### config.mk
export PLATFORM = sky130hd
export DESIGN_NAME = spi_reg_bank_flat
export DESIGN_NICKNAME = d
export VERILOG_FILES = /design/src/rtl/spi_reg_bank_pkg.sv /design/src/rtl/spi_reg_bank_if.sv /design/src/rtl/spi_cmd_fsm.sv /design/src/rtl/spi_reg_bank.sv /design/src/flat_wrapper.sv
export SDC_FILE = /design/constraint.sdc
export NUM_CORES = 1
export LEC_CHECK = 0
export CAP_MARGIN = 30
export CELL_PAD_IN_SITES_DETAIL_PLACEMENT = 1
export CELL_PAD_IN_SITES_GLOBAL_PLACEMENT = 1
export CORE_AREA = 2 2 114 116
export DETAILED_ROUTE_END_ITERATION = 8
export DIE_AREA = 0 0 116 118
export PLACE_DENSITY = 0.83
export SLEW_MARGIN = 20
export SYNTH_ARGS = -nofsm -noshare
export SYNTH_HDL_FRONTEND = slang
export SYNTH_SLANG_ARGS = --single-unit
### constraint.sdc
create_clock -name i_clk -period 7.5 [get_ports i_clk]
set_input_delay 1.5 -clock i_clk [delete_from_list [all_inputs] [get_ports i_clk]]
set_output_delay 1.5 -clock i_clk [all_outputs]
set_load 0.02 [all_outputs]
### src/rtl/spi_reg_bank_pkg.sv
`default_nettype none
// ============================================================================
// Module      : spi_reg_bank_pkg
// Description : Shared types and constants for the SPI command decoder and
//               register bank.
// Revision    : 1.0  initial release
// ============================================================================
package spi_reg_bank_pkg;

    typedef enum logic [1:0] {
        ST_CMD = 2'd0,
        ST_RD  = 2'd1,
        ST_WR  = 2'd2
    } state_t;

    // Command bits are counted down from the word MSB: index = WORD_SIZE - n.
    localparam int RW_BIT   = 1;
    localparam int INC_BIT  = 2;
    localparam int ADDR_LSB = 0;

    localparam logic [15:0] DEFAULT_ID_CODE = 16'h7C04;

    // Thermocouple register map
    localparam int ADDR_TC_ADC   = 0;
    localparam int ADDR_TC_CJ    = 1;
    localparam int ADDR_TC_FLAGS = 2;
    localparam int ADDR_TC_CFG   = 4;

endpackage
`default_nettype wire

### src/rtl/spi_reg_bank_if.sv
`default_nettype none
// ============================================================================
// Module      : spi_reg_bank_if
// Description : Word-level handshake between the SPI slave and the register
//               bank.
// Revision    : 1.0  initial release
// ============================================================================
interface spi_reg_bank_if #(
    parameter int WORD_SIZE = 16
);
    logic                 i_sce;
    logic [WORD_SIZE-1:0] i_wout;
    logic                 i_wstb;
    logic [WORD_SIZE-1:0] o_win;

    modport slave (
        input  i_sce,
        input  i_wout,
        input  i_wstb,
        output o_win
    );

    modport master (
        output i_sce,
        output i_wout,
        output i_wstb,
        input  o_win
    );
endinterface
`default_nettype wire

### src/rtl/spi_cmd_fsm.sv
`default_nettype none
// ============================================================================
// Module      : spi_cmd_fsm
// Description : Command/data word sequencer: state, address counter, INC
//               latch, read-snapshot and write enables.
// Revision    : 1.0  initial release
// ============================================================================
module spi_cmd_fsm
    import spi_reg_bank_pkg::*;
#(
    parameter int ADDR_BITS = 3,
    parameter int NUM_RO    = 4
) (
    input  wire logic                 i_clk,
    input  wire logic                 i_rst_n,
    input  wire logic                 i_sce,
    input  wire logic                 i_wstb,
    input  wire logic                 i_cmd_rw,
    input  wire logic                 i_cmd_inc,
    input  wire logic [ADDR_BITS-1:0] i_cmd_addr,
    output logic                      o_rd_mode,
    output logic                      o_rd_load,
    output logic [ADDR_BITS-1:0]      o_rd_addr,
    output logic                      o_wr_en,
    output logic                      o_err_set,
    output logic [ADDR_BITS-1:0]      o_wr_addr
);
    localparam logic [ADDR_BITS-1:0] c_num_ro = ADDR_BITS'(NUM_RO);

    state_t                 r_state;
    state_t                 w_state_nxt;
    logic [ADDR_BITS-1:0]   r_addr;
    logic [ADDR_BITS-1:0]   w_addr_nxt;
    logic [ADDR_BITS-1:0]   w_addr_inc;
    logic                   r_inc;
    logic                   w_inc_nxt;
    logic                   w_ro_hit;

    assign w_addr_inc = r_addr + ADDR_BITS'(1);
    assign w_ro_hit   = (r_addr < c_num_ro);

    always_ff @(posedge i_clk or negedge i_rst_n) begin
        if (!i_rst_n) begin
            r_state <= ST_CMD;
            r_addr  <= '0;
            r_inc   <= 1'b0;
        end else begin
            r_state <= w_state_nxt;
            r_addr  <= w_addr_nxt;
            r_inc   <= w_inc_nxt;
        end
    end

    // Frame end beats any word strobe in the same cycle.
    always_comb begin
        w_state_nxt = r_state;
        w_addr_nxt  = r_addr;
        w_inc_nxt   = r_inc;
        o_rd_load   = 1'b0;
        o_rd_addr   = r_addr;
        o_wr_en     = 1'b0;
        o_err_set   = 1'b0;
        if (i_sce) begin
            w_state_nxt = ST_CMD;
        end else if (i_wstb) begin
            case (r_state)
                ST_CMD: begin
                    w_addr_nxt = i_cmd_addr;
                    w_inc_nxt  = i_cmd_inc;
                    if (i_cmd_rw) begin
                        w_state_nxt = ST_WR;
                    end else begin
                        w_state_nxt = ST_RD;
                        o_rd_load   = 1'b1;
                        o_rd_addr   = i_cmd_addr;
                    end
                end
                ST_RD: begin
                    if (r_inc) begin
                        w_addr_nxt = w_addr_inc;
                        o_rd_load  = 1'b1;
                        o_rd_addr  = w_addr_inc;
                    end else begin
                        w_state_nxt = ST_CMD;
                    end
                end
                ST_WR: begin
                    o_wr_en   = ~w_ro_hit;
                    o_err_set = w_ro_hit;
                    if (r_inc) begin
                        w_addr_nxt = w_addr_inc;
                    end else begin
                        w_state_nxt = ST_CMD;
                    end
                end
                default: w_state_nxt = ST_CMD;
            endcase
        end
    end

    assign o_rd_mode = (r_state == ST_RD);
    assign o_wr_addr = r_addr;

endmodule
`default_nettype wire

### src/rtl/spi_reg_bank.sv
`default_nettype none
// ============================================================================
// Module      : spi_reg_bank
// Description : SPI word command decoder with read-only status and
//               read/write config registers, single and burst access.
// Revision    : 1.0  initial release
// ============================================================================
module spi_reg_bank
    import spi_reg_bank_pkg::*;
#(
    parameter int                   WORD_SIZE = 16,
    parameter int                   ADDR_BITS = 3,
    parameter int                   NUM_RO    = 4,
    parameter logic [WORD_SIZE-1:0] ID_CODE   = WORD_SIZE'(DEFAULT_ID_CODE)
) (
    input  wire logic                                        i_clk,
    input  wire logic                                        i_rst_n,
    spi_reg_bank_if.slave                                    bus,
    input  wire logic [NUM_RO*WORD_SIZE-1:0]                 i_status,
    output logic [((2**ADDR_BITS)-NUM_RO)*WORD_SIZE-1:0]     o_cfg,
    output logic                                             o_cfg_wstb,
    output logic [ADDR_BITS-1:0]                             o_cfg_waddr,
    output logic                                             o_err
);
    localparam int NUM_REGS = 2**ADDR_BITS;
    localparam int NUM_CFG  = NUM_REGS - NUM_RO;

    logic [WORD_SIZE-1:0] r_cfg [NUM_CFG];
    logic [WORD_SIZE-1:0] w_regs [NUM_REGS];
    logic [WORD_SIZE-1:0] r_snap;
    logic                 r_err;
    logic                 r_cfg_wstb;
    logic [ADDR_BITS-1:0] r_cfg_waddr;

    logic                 w_rd_mode;
    logic                 w_rd_load;
    logic [ADDR_BITS-1:0] w_rd_addr;
    logic                 w_wr_en;
    logic                 w_err_set;
    logic [ADDR_BITS-1:0] w_wr_addr;

    spi_cmd_fsm #(
        .ADDR_BITS (ADDR_BITS),
        .NUM_RO    (NUM_RO)
    ) u_fsm (
        .i_clk      (i_clk),
        .i_rst_n    (i_rst_n),
        .i_sce      (bus.i_sce),
        .i_wstb     (bus.i_wstb),
        .i_cmd_rw   (bus.i_wout[WORD_SIZE-RW_BIT]),
        .i_cmd_inc  (bus.i_wout[WORD_SIZE-INC_BIT]),
        .i_cmd_addr (bus.i_wout[ADDR_LSB +: ADDR_BITS]),
        .o_rd_mode  (w_rd_mode),
        .o_rd_load  (w_rd_load),
        .o_rd_addr  (w_rd_addr),
        .o_wr_en    (w_wr_en),
        .o_err_set  (w_err_set),
        .o_wr_addr  (w_wr_addr)
    );

    // Flat address map feeding the read mux.
    for (genvar k = 0; k < NUM_RO; k++) begin : g_ro
        assign w_regs[k] = i_status[k*WORD_SIZE +: WORD_SIZE];
    end

    for (genvar j = 0; j < NUM_CFG; j++) begin : g_cfg
        assign w_regs[NUM_RO+j]           = r_cfg[j];
        assign o_cfg[j*WORD_SIZE +: WORD_SIZE] = r_cfg[j];
    end

    always_ff @(posedge i_clk or negedge i_rst_n) begin
        if (!i_rst_n) begin
            for (int j = 0; j < NUM_CFG; j++) begin
                r_cfg[j] <= '0;
            end
            r_snap      <= '0;
            r_err       <= 1'b0;
            r_cfg_wstb  <= 1'b0;
            r_cfg_waddr <= '0;
        end else begin
            for (int j = 0; j < NUM_CFG; j++) begin
                if (w_wr_en && (w_wr_addr == ADDR_BITS'(NUM_RO + j))) begin
                    r_cfg[j] <= bus.i_wout;
                end
            end
            if (w_rd_load) begin
                r_snap <= w_regs[w_rd_addr];
            end
            if (w_err_set) begin
                r_err <= 1'b1;
            end
            r_cfg_wstb <= w_wr_en;
            if (w_wr_en) begin
                r_cfg_waddr <= w_wr_addr;
            end
        end
    end

    // Outside a read the ID word is shifted out; bit0 carries the error flag.
    assign bus.o_win   = w_rd_mode ? r_snap : {ID_CODE[WORD_SIZE-1:1], r_err};
    assign o_cfg_wstb  = r_cfg_wstb;
    assign o_cfg_waddr = r_cfg_waddr;
    assign o_err       = r_err;

endmodule
`default_nettype wire
### src/flat_wrapper.sv
// flat-port wrapper written by rule: the top's interface ports become plain ports
module spi_reg_bank_flat import spi_reg_bank_pkg::*;
#(
    parameter int                   WORD_SIZE = 16,
    parameter int                   ADDR_BITS = 3,
    parameter int                   NUM_RO    = 4,
    parameter logic [WORD_SIZE-1:0] ID_CODE   = WORD_SIZE'(DEFAULT_ID_CODE)
)
  (i_clk, i_rst_n, i_status, o_cfg, o_cfg_wstb, o_cfg_waddr, o_err, bus_i_sce, bus_i_wout, bus_i_wstb, bus_o_win);
  spi_reg_bank_if #(.WORD_SIZE(WORD_SIZE)) bus_i ();
  input  wire logic i_clk;
  input  wire logic i_rst_n;
  input  wire logic [NUM_RO*WORD_SIZE-1:0] i_status;
  output logic [((2**ADDR_BITS)-NUM_RO)*WORD_SIZE-1:0] o_cfg;
  output logic o_cfg_wstb;
  output logic [ADDR_BITS-1:0] o_cfg_waddr;
  output logic o_err;
  input wire logic [$bits(bus_i.i_sce)-1:0] bus_i_sce;
  input wire logic [$bits(bus_i.i_wout)-1:0] bus_i_wout;
  input wire logic [$bits(bus_i.i_wstb)-1:0] bus_i_wstb;
  output wire logic [$bits(bus_i.o_win)-1:0] bus_o_win;
  assign bus_i.i_sce = bus_i_sce;
  assign bus_i.i_wout = bus_i_wout;
  assign bus_i.i_wstb = bus_i_wstb;
  assign bus_o_win = bus_i.o_win;
  spi_reg_bank #(.WORD_SIZE(WORD_SIZE), .ADDR_BITS(ADDR_BITS), .NUM_RO(NUM_RO), .ID_CODE(ID_CODE)) u_core (.i_clk(i_clk), .i_rst_n(i_rst_n), .bus(bus_i), .i_status(i_status), .o_cfg(o_cfg), .o_cfg_wstb(o_cfg_wstb), .o_cfg_waddr(o_cfg_waddr), .o_err(o_err));
endmodule
* Word level (Yosys, flattened, before mapping)
Index checks and enable logic that the tools add are counted.
Storage, ports and cells: output and inout port bits 85, bits of input ports 84, register bits after elaboration 91
Cells by class: order comparisons 2, add/subtract/negate cells 1, bitwise gates (word level) 3, eq/ne operators 7, reductions and logical operators 11, multiplexer cells 26
Operators by type and width (count):
- 16-bit binary-select mux with 3-bit select | 1
- 16-bit two-way mux | 3
- 3-bit == test (second input constant) | 4
- 3-bit two-way mux | 4
- 3-bit one-hot mux with 2 select lines | 2
- 1-bit two-way mux | 10
- 2-bit two-way mux | 4
- 3-bit AND reduction | 2
- 4-bit greater-or-equal comparator (second input constant) | 1
- 1-bit logical AND | 4
- 3-bit inverter with 4-bit output | 1
- 2-bit one-hot mux with 2 select lines | 1
- 2-bit nonzero test | 2
- 3-bit by 1-bit adder with 3-bit output (second input constant) | 1
- 3-bit < comparator (second input constant) | 1
- 3-bit != test (second input constant) | 1
- 2-bit by 1-bit == test with 1-bit output (second input constant) | 1
- 2-bit == test (second input constant) | 1
- 2-bit logical NOT | 1
- 1-bit inverter | 2
- 1-bit one-hot mux with 2 select lines | 1
- 2-bit AND reduction | 1
- 2-bit OR reduction | 1

* Depth between registers and ports, before layout
depth in word-level cells 9, gate-level depth with buffers 10

* Hierarchy
From an unflattened synthesis, not the netlist that was laid out.
Second synthesis, totals: cells, all modules 411, area, all modules 4997.3 µm²
By module, submodules not included:
- spi_reg_bank | instances 1, cells each 348, area each 4438.0 µm², sequential area each 2127.0 µm²
- spi_cmd_fsm | instances 1, cells each 63, area each 559.3 µm², sequential area each 150.1 µm²

* Least setup slack after synthesis
No wires, ideal clock.
kind input-to-reg, start point in bus_i_wstb, end point reg u_core.r_snap[10], cell stages on the path 7, arrival 3.154 ns, setup time 0.126 ns, path slack 4.220 ns, cell sequence nor2b_1 -> buf_4 -> o2111ai_2 -> a2bb2oi_4 -> buf_6 -> mux4_2 -> a221o_1
On the way: longest elaborated chain between the ends 6, elaborated cells between the ends (all ways) 8, classes of those cells mux (7); bitwise (1)
RTL lines:
- start, declared | line flat_wrapper.sv:20 | input wire logic [$bits(bus_i.i_wstb)-1:0] bus_i_wstb;
- 3-bit two-way mux | line spi_cmd_fsm.sv:65 | end else if (i_wstb) begin
- 3-bit two-way mux | line spi_cmd_fsm.sv:63 | if (i_sce) begin
- 3-bit inverter with 4-bit output (not written as such) | line spi_reg_bank.sv:87 | r_snap <= w_regs[w_rd_addr];
- 16-bit binary-select mux with 3-bit select | line spi_reg_bank.sv:87
- 16-bit two-way mux (not written as such) (2 in series) | line spi_reg_bank.sv:87
- end signal, assigned | line spi_reg_bank.sv:87
- end, declared | line spi_reg_bank.sv:30 | logic [WORD_SIZE-1:0] r_snap;
Several ways; a longest one is shown, not always the timed one. The select of a mux whose other input is x is not followed. A chain may end at the register's enable or synchronous reset.

* Worst setup path after layout
start point in bus_i_wstb, end point reg u_core.r_snap[3]
The elaborated chain is that of the path after synthesis.

==> impl_metrics.sql <==
INSERT INTO impl_metrics (metric_group, metric, value, unit) VALUES
('worst_setup_path', 'rr_startpoint', 'u_core.u_fsm.r_state[1]', ''),
('logic_synthesis', 'synth.largest_area_cell', 'sky130_fd_sc_hd__dfrtp_1', ''),
('logic_synthesis', 'netlist_top_cells_count', '91 x sky130_fd_sc_hd__dfrtp_1, 68 x sky130_fd_sc_hd__mux2_2, 26 x sky130_fd_sc_hd__mux4_2, 25 x sky130_fd_sc_hd__and2_1, 16 x sky130_fd_sc_hd__a221o_1', ''),
('floorplanning', 'die_height', '118', 'um'),
('placed_design', 'placement.setup.worst_slack', '2.762', 'ns'),
('logic_synthesis', 'synth_enable_flop_cells', '0', ''),
('run', 'max_cap_viol_count', '0', ''),
('global_routing', 'met3_track_demand_over_resource', '0.02884', ''),
('sta', 'timing.final.hold_violations', '0', ''),
('global_routing', 'antenna_found_initial', '0', ''),
('worst_setup_path', 'setup.reg_to_reg.worst_slack', '3.99', 'ns'),
('pwr', 'peakVddDrop', '0.1176', 'mV'),
('logic_synthesis', 'synth_area_per_cell', '14.88', 'um2'),
('worst_setup_path', 'critical_path.endpoint_type', 'flip-flop', ''),
('worst_setup_path', 'cpPeakStageDelay', '0.71', 'ns'),
('cts', 'h_tree_depth', '3', ''),
('floorplanning', 'start_util', '0.3811', ''),
('worst_setup_path', 'cp_slowest_cell', 'sky130_fd_sc_hd__mux4_1', ''),
('min_path', 'hold-path-cell-count', '1', ''),
('sta', 'final_critical_path_setup_slack', '3.073', 'ns'),
('logic_synthesis', 'dominantRegCellSynth', 'sky130_fd_sc_hd__dfrtp_1', ''),
('worst_setup_path', 'worst_path_top_cell_family_by_delay', 'buffers and inverters', ''),
('sta', 'achievable-frequency', '225.9', 'MHz'),
('final_layout', 'final_area', '6917', 'um2'),
('worst_setup_path', 'criticalPathCategory', 'in -> reg', ''),
('logic_synthesis', 'synthesis.nets', '412', ''),
('pwr', 'pwr_density_cell', '269.6', 'nW/um2'),
('outcome', 'outcome', 'completed', ''),
('final_layout', 'final_net_count', '578', ''),
('cts', 'sink_count', '91', ''),
('worst_setup_path', 'crit-reg2reg-capture', 'u_core.r_snap[3]', ''),
('cts', 'clock_tree.buffer_depth', '2', ''),
('cts', 'clk-insertion-delay-late', '0.34', 'ns'),
('cts', 'post_cts.repair.setup_buffers', '0', ''),
('global_routing', 'grt.busiest_layer', 'met2', ''),
('worst_setup_path', 'worst-path-max-fanout', '28', ''),
('final_layout', 'finish.cell_count_without_fillers', '661', ''),
('global_routing', 'globalRoute.totalOverflow', '0', ''),
('logic_synthesis', 'async_flop_share', '1.000', ''),
('worst_setup_path', 'worst-path-buf-inv', '2', ''),
('floorplanning', 'die_w', '116', 'um'),
('route', 'via_count', '3650', ''),
('sta', 'final.setup.tns', '0', 'ns'),
('route', 'viasPerCell', '5.522', ''),
('route', 'drt_pass1_iterations', '4', ''),
('min_path', 'hold_path_end', 'u_core.o_cfg_waddr[2]', ''),
('final_layout', 'n_antenna_cell', '0', ''),
('logic_synthesis', 'synth_sequential_area_ratio', '0.4814', ''),
('logic_synthesis', 'synth_top_cell_area_share', '0.4814', ''),
('logic_synthesis', 'synthMostInstantiatedCell', 'sky130_fd_sc_hd__dfrtp_1', ''),
('floorplanning', 'ioPinCount', '169', ''),
('global_routing', 'grtUsageTotal', '0.2439', ''),
('global_routing', 'globalRouteMet2Util', '0.4039', ''),
('cts', 'postCtsResizedCells', '0', ''),
('logic_synthesis', 'synthDistinctLibCells', '37', ''),
('sta', 'max_slew.worst_pin.slew', '0.9362', 'ns'),
('min_path', 'hold_path.startpoint', 'u_core.o_cfg_waddr[2]', ''),
('sta', 'finalWorstPathRequiredPeriod', '4.427', 'ns'),
('worst_setup_path', 'critical_path_required', '7.72', 'ns'),
('worst_setup_path', 'rr_worst_depth', '7', ''),
('floorplanning', 'floorplan.rows', '41', ''),
('worst_setup_path', 'worstPathArrival', '4.65', 'ns'),
('pwr', 'total_power', '1.865', 'mW'),
('placed_design', 'place.detailed.hpwl', '11450', 'um'),
('final_layout', 'layout-area-overhead-vs-synth', '46.20', '%'),
('cts', 'clk_pin_slew', '0.07', 'ns'),
('sta', 'timing.slew.headroom', '0.3759', ''),
('floorplanning', 'die-area', '13690', 'um2'),
('route', 'final_antenna_net_count', '0', ''),
('route', 'post-route-drc-count', '0', ''),
('sta', 'finalMaxSlewViolations', '0', '');
==> metrics by stage <==
step	utilization	hold slack (ns)
after floorplan	-	0.5018
after CTS	0.5565	0.4748
after global placement	0.5263	0.4535
after global routing	0.5571	0.4980
final	0.5571	0.4715
after detailed placement	0.5322	0.4588
==> worst reg2reg max path: stages (launching register included) <==
cell and delay (ns):
sky130_fd_sc_hd__dfrtp_1 0.42, sky130_fd_sc_hd__inv_1 0.12, sky130_fd_sc_hd__ha_1 0.78, sky130_fd_sc_hd__o2111ai_2 0.23
sky130_fd_sc_hd__a2bb2oi_4 0.29, sky130_fd_sc_hd__buf_4 0.51, sky130_fd_sc_hd__mux4_1 0.72, sky130_fd_sc_hd__a221o_1 0.33
==> sequential cells by signal (all words and copies together) (netlist names) <==
signal	flops
u_core.o_cfg_wstb	1
u_core.o_err	1
u_core.u_fsm.r_inc	1
u_core.u_fsm.r_state	2
u_core.r_snap	16
u_core.o_cfg_waddr	3
u_core.u_fsm.o_wr_addr	3
u_core.o_cfg	64
==> cells in the final DEF (no fill, tap or decap), types with 2 or more instances in the layout <==
cell / netlist / final
sky130_fd_sc_hd__nor2b_1: 3 / 2
sky130_fd_sc_hd__inv_1: 5 / 5
sky130_fd_sc_hd__clkinvlp_4: 0 / 2
sky130_fd_sc_hd__mux4_1: 6 / 6
sky130_fd_sc_hd__clkbuf_16: 0 / 9
sky130_fd_sc_hd__buf_12: 0 / 2
sky130_fd_sc_hd__o22ai_1: 3 / 3
sky130_fd_sc_hd__clkinv_2: 0 / 2
sky130_fd_sc_hd__nand2_1: 10 / 10
sky130_fd_sc_hd__clkdlybuf4s50_1: 0 / 167
sky130_fd_sc_hd__a21oi_1: 7 / 7
sky130_fd_sc_hd__dfrtp_1: 91 / 91
sky130_fd_sc_hd__mux2_2: 68 / 68
sky130_fd_sc_hd__nand2b_1: 2 / 2
sky130_fd_sc_hd__nor2b_2: 1 / 2
sky130_fd_sc_hd__mux4_2: 26 / 26
sky130_fd_sc_hd__nor2_1: 4 / 3
sky130_fd_sc_hd__a2bb2oi_4: 1 / 2
sky130_fd_sc_hd__or2b_1: 5 / 5
sky130_fd_sc_hd__ha_1: 10 / 10
sky130_fd_sc_hd__and2_1: 25 / 25
sky130_fd_sc_hd__buf_4: 1 / 4
sky130_fd_sc_hd__a221o_1: 16 / 16
==> metal layers <==
layer,vias to the layer above,part of all wire,routed length (um)
met5,-,0,0
met4,0,0.025,407
met3,25,0.050,803
met2,135,0.52,8349
met1,1938,0.41,6571
li1,1552,-,-
==> how the worst max path moves through the flow <==
stage	startpoint	to	slack, ns	cells after the start
after global routing	bus_i_wstb	u_core.r_snap[3]	2.88	7
after CTS	bus_i_wstb	u_core.r_snap[3]	3.08	7
after global placement	bus_i_wstb	u_core.r_snap[1]	2.79	6
after floorplan	bus_i_wstb	u_core.r_snap[10]	4.22	7
final	bus_i_wstb	u_core.r_snap[3]	3.07	7
after detailed placement	bus_i_wstb	u_core.r_snap[3]	2.76	7
==> power by group <==
part | switching [mW] | internal [mW]
Clock | 0.201 | 0.268
Combinational | 0.317 | 0.382
Sequential | 0.0970 | 0.602
Total | 0.614 | 1.25
==> kinds of logic after synthesis <==
group,after synthesis,share of synthesized area
buf+inv,24,0.02883
mux,101,0.3213
simple gates,55,0.06692
compound gates,37,0.07511
flops,91,0.4814
fa+ha+maj,10,0.02645
==> layout make-up <==
cell class	instances	area (um2)	area share
Multi-Input combinational cell	203	2333	0.3374
Sequential cell	91	2277	0.3292
Timing Repair Buffer	174	1769	0.2558
Clock buffer	10	239.0	0.03455
Tap cell	172	215.2	0.03111
Clock inverter	6	63.81	0.009226
Inverter	5	18.77	0.002713
Note: power is estimated with default switching activity, not from simulation.
